File: src/rtl/softmax_sampler_if.sv
// Handshake bundle for softmax_sampler: probability vector in, sampled index out.
interface softmax_sampler_if #(
    parameter int LEN = 8
) ();
    localparam int IW = $clog2(LEN);
    localparam int SW = 16 + IW;

    logic                  valid_in;
    logic                  ready_in;
    logic [LEN-1:0][15:0]  probs;
    logic                  valid_out;
    logic                  ready_out;
    logic [IW-1:0]         sample_idx;
    logic [SW-1:0]         thr_out;
    logic                  zero_err;

    modport master (
        output valid_in, probs, ready_out,
        input  ready_in, valid_out, sample_idx, thr_out, zero_err
    );

    modport slave (
        input  valid_in, probs, ready_out,
        output ready_in, valid_out, sample_idx, thr_out, zero_err
    );
endinterface

File: src/rtl/softmax_sampler.sv
// Draws one index from an unnormalised Q0.16 probability vector using an LFSR
// threshold scaled by the vector sum, then a fixed-length cumulative scan.
module softmax_sampler #(
    parameter int          LEN  = 8,
    parameter logic [15:0] SEED = 16'hACE1
) (
    input  logic               clk,
    input  logic               rst,
    softmax_sampler_if.slave   bus
);
    localparam int IW = $clog2(LEN);
    localparam int SW = 16 + IW;

    typedef enum logic [2:0] {IDLE, SUM, SCALE, SCAN, OUT} state_t;

    state_t               state_q;
    logic [15:0]          lfsr_q;
    logic [15:0]          r_q;
    logic [LEN-1:0][15:0] probs_q;
    logic [IW-1:0]        cnt_q;
    logic [SW-1:0]        s_q;
    logic [SW-1:0]        t_q;
    logic [SW-1:0]        c_q;
    logic                 found_q;
    logic [IW-1:0]        idx_q;
    logic                 ready_in_q;
    logic                 valid_out_q;
    logic [IW-1:0]        sample_idx_q;
    logic [SW-1:0]        thr_q;
    logic                 zero_err_q;

    logic [15:0]          lfsr_d;
    logic [16+SW-1:0]     prod_d;
    logic [SW-1:0]        c_d;
    logic                 hit_d;
    logic                 last_d;
    logic [IW-1:0]        sel_d;

    // Galois form shifting right: feedback taps are applied when bit 0 falls out.
    assign lfsr_d = (lfsr_q >> 1) ^ (lfsr_q[0] ? 16'hB400 : 16'h0000);
    assign prod_d = {{SW{1'b0}}, r_q} * {16'h0000, s_q};
    assign c_d    = c_q + SW'(probs_q[cnt_q]);
    assign hit_d  = !found_q && (c_d > t_q);
    assign last_d = (cnt_q == IW'(LEN - 1));

    // A zero-sum vector never crosses the threshold, so it must be forced to 0.
    always_comb begin
        sel_d = IW'(LEN - 1);
        if (s_q == '0)
            sel_d = '0;
        else if (found_q)
            sel_d = idx_q;
        else if (hit_d)
            sel_d = cnt_q;
    end

    always_ff @(posedge clk or posedge rst) begin
        if (rst) begin
            state_q      <= IDLE;
            lfsr_q       <= SEED;
            r_q          <= '0;
            probs_q      <= '0;
            cnt_q        <= '0;
            s_q          <= '0;
            t_q          <= '0;
            c_q          <= '0;
            found_q      <= 1'b0;
            idx_q        <= '0;
            ready_in_q   <= 1'b1;
            valid_out_q  <= 1'b0;
            sample_idx_q <= '0;
            thr_q        <= '0;
            zero_err_q   <= 1'b0;
        end else begin
            case (state_q)
                IDLE: begin
                    if (bus.valid_in) begin
                        probs_q    <= bus.probs;
                        r_q        <= lfsr_q;
                        lfsr_q     <= lfsr_d;
                        s_q        <= '0;
                        cnt_q      <= '0;
                        ready_in_q <= 1'b0;
                        state_q    <= SUM;
                    end
                end
                SUM: begin
                    s_q   <= s_q + SW'(probs_q[cnt_q]);
                    cnt_q <= cnt_q + IW'(1);
                    if (last_d) begin
                        cnt_q   <= '0;
                        state_q <= SCALE;
                    end
                end
                SCALE: begin
                    t_q     <= prod_d[16+SW-1:16];
                    c_q     <= '0;
                    found_q <= 1'b0;
                    idx_q   <= '0;
                    state_q <= SCAN;
                end
                SCAN: begin
                    c_q   <= c_d;
                    cnt_q <= cnt_q + IW'(1);
                    if (hit_d) begin
                        found_q <= 1'b1;
                        idx_q   <= cnt_q;
                    end
                    if (last_d) begin
                        cnt_q        <= '0;
                        sample_idx_q <= sel_d;
                        thr_q        <= t_q;
                        zero_err_q   <= (s_q == '0);
                        valid_out_q  <= 1'b1;
                        state_q      <= OUT;
                    end
                end
                OUT: begin
                    if (bus.ready_out) begin
                        valid_out_q <= 1'b0;
                        ready_in_q  <= 1'b1;
                        state_q     <= IDLE;
                    end
                end
                default: state_q <= IDLE;
            endcase
        end
    end

    assign bus.ready_in   = ready_in_q;
    assign bus.valid_out  = valid_out_q;
    assign bus.sample_idx = sample_idx_q;
    assign bus.thr_out    = thr_q;
    assign bus.zero_err   = zero_err_q;
endmodule

File: src/flat_wrapper.sv
// flat-port wrapper written by rule: the top's interface ports become plain ports
module softmax_sampler_flat 
#(
    parameter int          LEN  = 8,
    parameter logic [15:0] SEED = 16'hACE1
)
  (clk, rst, bus_valid_in, bus_probs, bus_ready_out, bus_ready_in, bus_valid_out, bus_sample_idx, bus_thr_out, bus_zero_err);
  softmax_sampler_if #(.LEN(LEN)) bus_i ();
  input  logic clk;
  input  logic rst;
  input wire logic [$bits(bus_i.valid_in)-1:0] bus_valid_in;
  input wire logic [$bits(bus_i.probs)-1:0] bus_probs;
  input wire logic [$bits(bus_i.ready_out)-1:0] bus_ready_out;
  output wire logic [$bits(bus_i.ready_in)-1:0] bus_ready_in;
  output wire logic [$bits(bus_i.valid_out)-1:0] bus_valid_out;
  output wire logic [$bits(bus_i.sample_idx)-1:0] bus_sample_idx;
  output wire logic [$bits(bus_i.thr_out)-1:0] bus_thr_out;
  output wire logic [$bits(bus_i.zero_err)-1:0] bus_zero_err;
  assign bus_i.valid_in = bus_valid_in;
  assign bus_i.probs = bus_probs;
  assign bus_i.ready_out = bus_ready_out;
  assign bus_ready_in = bus_i.ready_in;
  assign bus_valid_out = bus_i.valid_out;
  assign bus_sample_idx = bus_i.sample_idx;
  assign bus_thr_out = bus_i.thr_out;
  assign bus_zero_err = bus_i.zero_err;
  softmax_sampler #(.LEN(LEN), .SEED(SEED)) u_core (.clk(clk), .rst(rst), .bus(bus_i));
endmodule
File: config.mk
export PLATFORM = sky130hd
export DESIGN_NAME = softmax_sampler_flat
export DESIGN_NICKNAME = d
export VERILOG_FILES = /design/src/rtl/softmax_sampler_if.sv /design/src/rtl/softmax_sampler.sv /design/src/flat_wrapper.sv
export SDC_FILE = /design/constraint.sdc
export NUM_CORES = 1
export LEC_CHECK = 0
export CELL_PAD_IN_SITES_DETAIL_PLACEMENT = 1
export CELL_PAD_IN_SITES_GLOBAL_PLACEMENT = 1
export CORE_MARGIN = 3
export CORE_UTILIZATION = 43
export CTS_BUF_LIST = sky130_fd_sc_hd__clkbuf_2
export CTS_CLUSTER_SIZE = 16
export DETAILED_ROUTE_END_ITERATION = 16
export PLACE_DENSITY_LB_ADDON = 0.2
export RECOVER_POWER = 100
export SKIP_LAST_GASP = 1
export SLEW_MARGIN = 30
export SYNTH_ARGS = -nofsm -noshare
export SYNTH_HDL_FRONTEND = slang
export SYNTH_SLANG_ARGS = --single-unit
File: constraint.sdc
create_clock -name clk -period 7.3 [get_ports clk]
set_clock_uncertainty 0.15 [all_clocks]
set_input_delay 1.095 -clock clk [delete_from_list [all_inputs] [get_ports clk]]
set_output_delay 1.095 -clock clk [all_outputs]
set_load 0.01 [all_outputs]
==> metrics, run 1 <==
slew margin rel.=-1.75; vias in the first global route=18800; Synth cell types=66; Pre-antenna DRT Iters=5; sequential power share=0.307; maxcap violations=6; R2R cell count=21; Pint=4.06 mW; Starting Density=0.437; post-route cell area=24300 um^2; commonest non-fill, non-tap cell in the layout=nand2_1; Worst Path Arrival=7470 ps; pwr dens=316 nW/um^2; combinational share of power=0.551; Vias=16600; Core Box Area=49200 um^2; Clock Path Buffers=3; Synth warnings=0; leading cell types in the layout, fill and taps excluded=nand2_1, inv_1, fa_1; clock share of power=0.142; Final min period=6830 ps; Overall Power=7.66 mW; VDD IR max=0.176 mV; Post CTS Setup Buffer Count=0; fraction of layout cells with a size suffix above 1=0.0805; crit path cell chain=and2_1, fa_1, inv_1, fa_1, fa_1, inv_1, fa_1, fa_1, inv_1, fa_1, inv_1, ha_1, and3_1, nor2b_1, nand2_1, o2bb2ai_1, o21ai_0, a31o_2, a211oi_1, or3_1, a31oi_1; slowest stage delay, CP=640 ps; Filler cells=5793; Post-Syn Area per Cell=9.07 um^2; worst setup path end=u_core.t_q[18]; #FFs+latches synth=245; critical path's top delay family=adder cells; antenna violations before repair=1; Post-DP HPWL=48400 um; Post-synth EDFFs=0; Post-DRT Antenna Nets=0; CP startpoint=u_core.s_q[9]; Worst Tran Pin Value=4130 ps; Critical Path Stages=21; sequential fraction of the synthesis area=0.286; status=finished with violations; placed instance area=23600 um^2; Layout area overhead=12.8%; Net Count, Synth=2897; RSZ-0062 raised after global routing=false; area leader, netlist=dfrtp_1; Slew Limit Fails=342; CP Launch Type=flip-flop; Clk Latency, worst-skew pair=1010 ps; largest cells by area after synthesis=dfrtp_1, fa_1, nand2_1; Worst path slowest cell=dfrtp_1; clock slew at reported path FFs=100 ps; hold buffers post-CTS=0; gate count after technology mapping=2371; Inserted Clock Buffers=70; Routed wire per std cell=19.1 um; FF-to-FF setup slack=470 ps; Reg-to-Reg Start=u_core.s_q[9]; final wirelength=61400 um; Max Fclk=146 MHz; switching share of total power=0.470; port bufs=156; Setup TNS=0 ps; gpl congestion=0.867; switching pwr=3.60 mW; critical path's most frequent cell=fa_1; DIE AREA=52700 um^2; vias per cell=5.17; htree depth=3; IO Pins=157; Synth top area share=0.275; Worst Path Required=7940 ps; Final period util=0.936; Pleak=12.3 nW; first-pass GRT wire length=100000 um; Crit Path Category=flip-flop to flip-flop; Die Ht=230 um; CP Max Fanout=19; Hold Vio Cnt, Final=0; RR Endpoint=u_core.t_q[18]; Die X=230 um; nature of the critical path endpoint=flip-flop; number of DRC markers in iteration 0=829; FP Rows=81; All-Layer GR Usage=0.239; total gr overflow=0; clock sink count=245; failing checks=capacitance limit, slew limit; Netlist Area Pre-Place=21500 um^2; Async SR Flop Fraction=1.00; detailed-route DRC error count=0; Hold Path Class=flip-flop to flip-flop; endpoints failing setup=0; Root Buffer Master=clkbuf_2; post-CTS sizing=0; Most used DFF post-synth=dfrtp_1; CTS tree=done; CP Buf/Inv Count=4; final net count=3025; largest net degree at the start of global routing=152
-- worst min-delay path by stage --
stage	from	endpoint	slack (ps)	depth (start not counted)
6_report	u_core.lfsr_q[5]	u_core.lfsr_q[5]	310	2
3_3_place_gp	u_core.lfsr_q[5]	u_core.lfsr_q[5]	300	2
2_1_floorplan	u_core.lfsr_q[15]	u_core.lfsr_q[15]	290	2
4_1_cts	u_core.lfsr_q[5]	u_core.lfsr_q[5]	310	2
3_5_place_dp	u_core.lfsr_q[5]	u_core.lfsr_q[5]	300	2
5_1_grt	u_core.lfsr_q[6]	u_core.lfsr_q[6]	340	2
-- power by group through the flow --
| stage | clock network (mW) | registers [mW] | logic (mW) |
|---|---|---|---|
| 2_1_floorplan | 0 | 2.06 | 3.14 |
| 6_report | 1.09 | 2.35 | 4.22 |
| 4_1_cts | 1.15 | 2.34 | 4.27 |
| 3_5_place_dp | 0 | 2.37 | 4.24 |
| 5_1_grt | 1.22 | 2.42 | 4.69 |
| 3_3_place_gp | 0 | 2.33 | 4.04 |
-- cell usage after synthesis, drive strengths merged (19+ instances only) --
| cell type | count |
|---|---|
| xnor2 | 28 |
| fa | 237 |
| clkbuf | 118 |
| dfrtp | 236 |
| and2 | 140 |
| o21ai | 82 |
| ha | 157 |
| nor2 | 35 |
| mux4 | 32 |
| a21o | 23 |
| nand2 | 727 |
| nand3 | 33 |
| a21oi | 33 |
| xor2 | 19 |
| inv | 289 |
-- area by class of cell --
cell class              count  area [um^2]  share of cell area
multi-input cells        1706        13700               0.566
flip-flops and latches    245         6150               0.253
diodes                      1         2.50            0.000103
clock buffers             108          541              0.0223
repair buffers            186         1790              0.0740
well taps                 664          831              0.0343
clock inverters            12          123             0.00506
inverters                 290         1090              0.0449
-- kinds of logic after synthesis --
logic type	after synthesis	share of synthesized area
DFF	245	0.286
AOI/OAI and AO/OA	237	0.0745
buffers and inverters	420	0.0746
and+or+nand+nor	991	0.198
xor gates and xnor gates	47	0.0191
adders and majority gates	394	0.312
muxes	37	0.0361
-- sequential cells by signal (all words and copies together), names as in the netlist --
register and flops:
u_core.cnt_q 3, u_core.c_q 19, u_core.probs_q 128, u_core.r_q 15, u_core.s_q 19, u_core.lfsr_q 10
u_core.bus.thr_out 19, u_core.bus.ready_in 1, u_core.state_q 3, u_core.bus.sample_idx 3, u_core.found_q 1, u_core.idx_q 3
u_core.bus.zero_err 1, u_core.bus.valid_out 1, u_core.t_q 19
-- through the flow --
step | worst slack [ps] | hold slack (ps) | std cells | util
6_report | 468 | 309 | 3212 | 0.493
2_1_floorplan | 1040 | 289 | 2371 | -
4_1_cts | 310 | 314 | 3210 | 0.495
3_5_place_dp | 327 | 298 | 3090 | 0.481
5_1_grt | 16.7 | 341 | 3212 | 0.493
3_3_place_gp | 603 | 298 | 3090 | 0.481
-- worst min-delay path: cells and delay by family, from the launching register on --
kind	cells	cell delay (ps)
flops	1	370
simple gates	2	90
-- routing by layer --
metal / vias to the layer above / global-route usage / share of wire
li1: 7723 / - / -
met2: 344 / 0.395 / 0.48
met4: 0 / 0.0669 / 0.023
met3: 93 / 0.0367 / 0.042
met1: 8442 / 0.327 / 0.46
met5: - / 0 / 0
Power figures use the tool's default switching activity.
==> inputs of run 2 (changes only) <==
--- a/config.mk
+++ b/config.mk
@@ -5,6 +5,7 @@
 export SDC_FILE = /design/constraint.sdc
 export NUM_CORES = 1
 export LEC_CHECK = 0
+export CAP_MARGIN = 20
 export CELL_PAD_IN_SITES_DETAIL_PLACEMENT = 1
 export CELL_PAD_IN_SITES_GLOBAL_PLACEMENT = 1
 export CORE_MARGIN = 3
==> results of run 2 <==
The final DEF is identical to that of run 1; final timing and power are the same.
==> inputs of run 3 (changes only) <==
--- a/config.mk
+++ b/config.mk
@@ -20,3 +20,4 @@
 export SYNTH_ARGS = -nofsm -noshare
 export SYNTH_HDL_FRONTEND = slang
 export SYNTH_SLANG_ARGS = --single-unit
+export TNS_END_PERCENT = 1
==> results of run 3 <==
The final DEF is identical to that of run 1; final timing and power are the same.
==> edit (settings of run 1) <==
`LEN` is set to 8 in 3 places; all go to 16.
--- a/src/rtl/softmax_sampler_if.sv
+++ b/src/rtl/softmax_sampler_if.sv
@@ -2,3 +2,3 @@
 interface softmax_sampler_if #(
-    parameter int LEN = 8
+    parameter int LEN = 16
 ) ();
--- a/src/rtl/softmax_sampler.sv
+++ b/src/rtl/softmax_sampler.sv
@@ -3,3 +3,3 @@
 module softmax_sampler #(
-    parameter int          LEN  = 8,
+    parameter int          LEN  = 16,
     parameter logic [15:0] SEED = 16'hACE1
--- a/src/flat_wrapper.sv
+++ b/src/flat_wrapper.sv
@@ -3,3 +3,3 @@
 #(
-    parameter int          LEN  = 8,
+    parameter int          LEN  = 16,
     parameter logic [15:0] SEED = 16'hACE1
Interface: changed (resized bus_probs, bus_sample_idx and bus_thr_out); port bits go from 157 to 287. No check against the original RTL was run, so the function may have changed too.
==> edit against run 1 <==
- the flow still finishes with violations (max-capacitance violations, max-slew violations)
- routed wire length is 46% higher
- sequential power is 67% higher
- total power is 54% higher
- sequential cell count is 135 higher
- core utilization is 1.2 points higher
- non-clock buffer count is 128 higher
- design area is 35% higher
- worst setup slack better by 130 ps
- count of clock-buffer cells in the layout is 52 higher
- area after synthesis is 32% higher
- largest cell class unchanged
==> edit: results (changes against run 1) <==
Critical path
  – Worst r2r src: u_core.cnt_q[0]
  – Slowest stage delay, CP: 710 ps (+70 ps)
  – R2R depth: 19 (-9.5%)
  – Worst path arrival time: 7510 ps (+40 ps)
  – Reg2reg setup slack: 600 ps (+130 ps)
  – Slowest stage cell, crit path: dfrtp_4

Routing
  – Routed WL per cell: 21.0 um (+9.9%)
  – Wirelength, routed: 89,700 um (+46%)
  – Vias per cell: 5.28 (+2.2%)
  – DRT iter0 DRCs: 1,278 (+54%)

Placement
  – IO buf count: 286 (+83%)
  – Detailed Place HPWL: 69,700 um (+44%)
  – Placed cells: 4,084 (+32%)
  – GP Congestion: 0.878 (+1.2%)

Logic synthesis
  – Post-synthesis cell type count: 68 (+3.0%)
  – Commonest cells in the netlist: 1,110 x nand2_1, 371 x dfrtp_1, 318 x inv_1

GRT
  – Number of global-route vias before repair: 25,267 (+35%)
  – Tot GR Track Use: 26.1% (+2.2 points)
  – First-pass GRT wire length: 142,000 um (+42%)

Outcome
  – Outcome: complete, but fails checks
  – Violations in the final reports: max-capacitance violations, max-slew violations

Finish
  – Largest register FFs: 256 (+100%)
  – Number of fill cells: 7,549 (+30%)
  – Layout cells sized above 1: 8.86% (+0.81 points)

Hold path
  – HP Start: u_core.lfsr_q[7]
  – Hold Path End: u_core.lfsr_q[7]

Timing
  – Slew Limit Fails: 837 (+140%)
  – Fin crit period: 6700 ps (-134 ps)

Job
  – Max cap viols: 11 (+5)

Clocking
  – CTS Buf Count: 104 (+49%)
-- edit: cell types whose count changed in the layout (fill, tap and decap cells not counted), moves of 13 or more --
cell | before | now
nand2_1 | 727 | 1110
dfrtp_1 | 233 | 369
clkdlybuf4s50_1 | 130 | 258
clkbuf_2 | 109 | 163
mux4_2 | 32 | 80
inv_1 | 288 | 317
a21oi_1 | 33 | 56
o21ai_0 | 79 | 62
fa_1 | 237 | 251
o21ai_1 | 2 | 15
-- edit: worst max-delay path, delay by kind of cell, from the launching register on --
kind / cells / cell delay, ps
DFF: 1 / 710
buffers and inverters: 1 / 460
xor gates and xnor gates: 1 / 180
adders and majority gates: 2 / 700
and+or+nand+nor: 6 / 1130
AOI/OAI and AO/OA: 6 / 1930
muxes: 3 / 1300
-- edit: through the flow --
step           hold slack, ps  instance area (um^2)  power, mW
3_3_place_gp              296                 31900       9.89
4_1_cts                   146                 32900       11.9
6_report                  316                 32800       11.8
3_5_place_dp              306                 32000       10.3
2_1_floorplan             289                 28400       7.98
5_1_grt                   158                 32800       12.7
-- edit: cell families (layout without fill, tap and decap cells) --
logic type / count (synthesis) / count (layout) / synth area share (%)
xor+xnor: 49 / 49 / 1.51
fa+ha+maj: 409 / 409 / 24.6
mux: 88 / 88 / 6.63
simple gates: 1412 / 1412 / 20.9
flops: 380 / 380 / 33.5
compound gates: 258 / 258 / 6.19
other cells: 0 / 5 / 0
buf+inv: 498 / 813 / 6.64
-- edit: worst max-delay path by stage --
stage / from / end
finish: u_core.cnt_q[0] / u_core.idx_q[2]
detailed placement: u_core.r_q[7] / u_core.t_q[15]
floorplan: rst / u_core.bus.sample_idx[0]
CTS: u_core.r_q[10] / u_core.t_q[15]
global route: u_core.s_q[10] / u_core.t_q[14]
global placement: u_core.s_q[11] / u_core.t_q[15]
-- edit: layer usage --
layer	vias up	share of wire [%]	global-route usage [%]
met5	-	0.033	0
met4	4	2.7	7.60
met3	131	5.2	4.74
met2	577	49	43.5
met1	11562	43	35.0
li1	10282	-	-
-- edit: area by class of cell --
cell class,instances,area (um^2),area share [%]
clock buffers,160,801,2.44
clock inverters,20,143,0.435
well taps,855,1070,3.26
inverters,319,1200,3.65
diodes,5,12.5,0.0381
multi-input cells,2216,17000,51.8
repair buffers,314,3080,9.38
flip-flops and latches,380,9530,29.0
-- edit: power groups by stage --
stage               combinational (mW)  sequential, mW  clock, mW
finish                            6.31            3.93       1.57
global route                      6.95            4.04       1.75
CTS                               6.36            3.91       1.64
detailed placement                6.33            3.95          0
global placement                  6.02            3.86          0
floorplan                         4.59            3.38          0
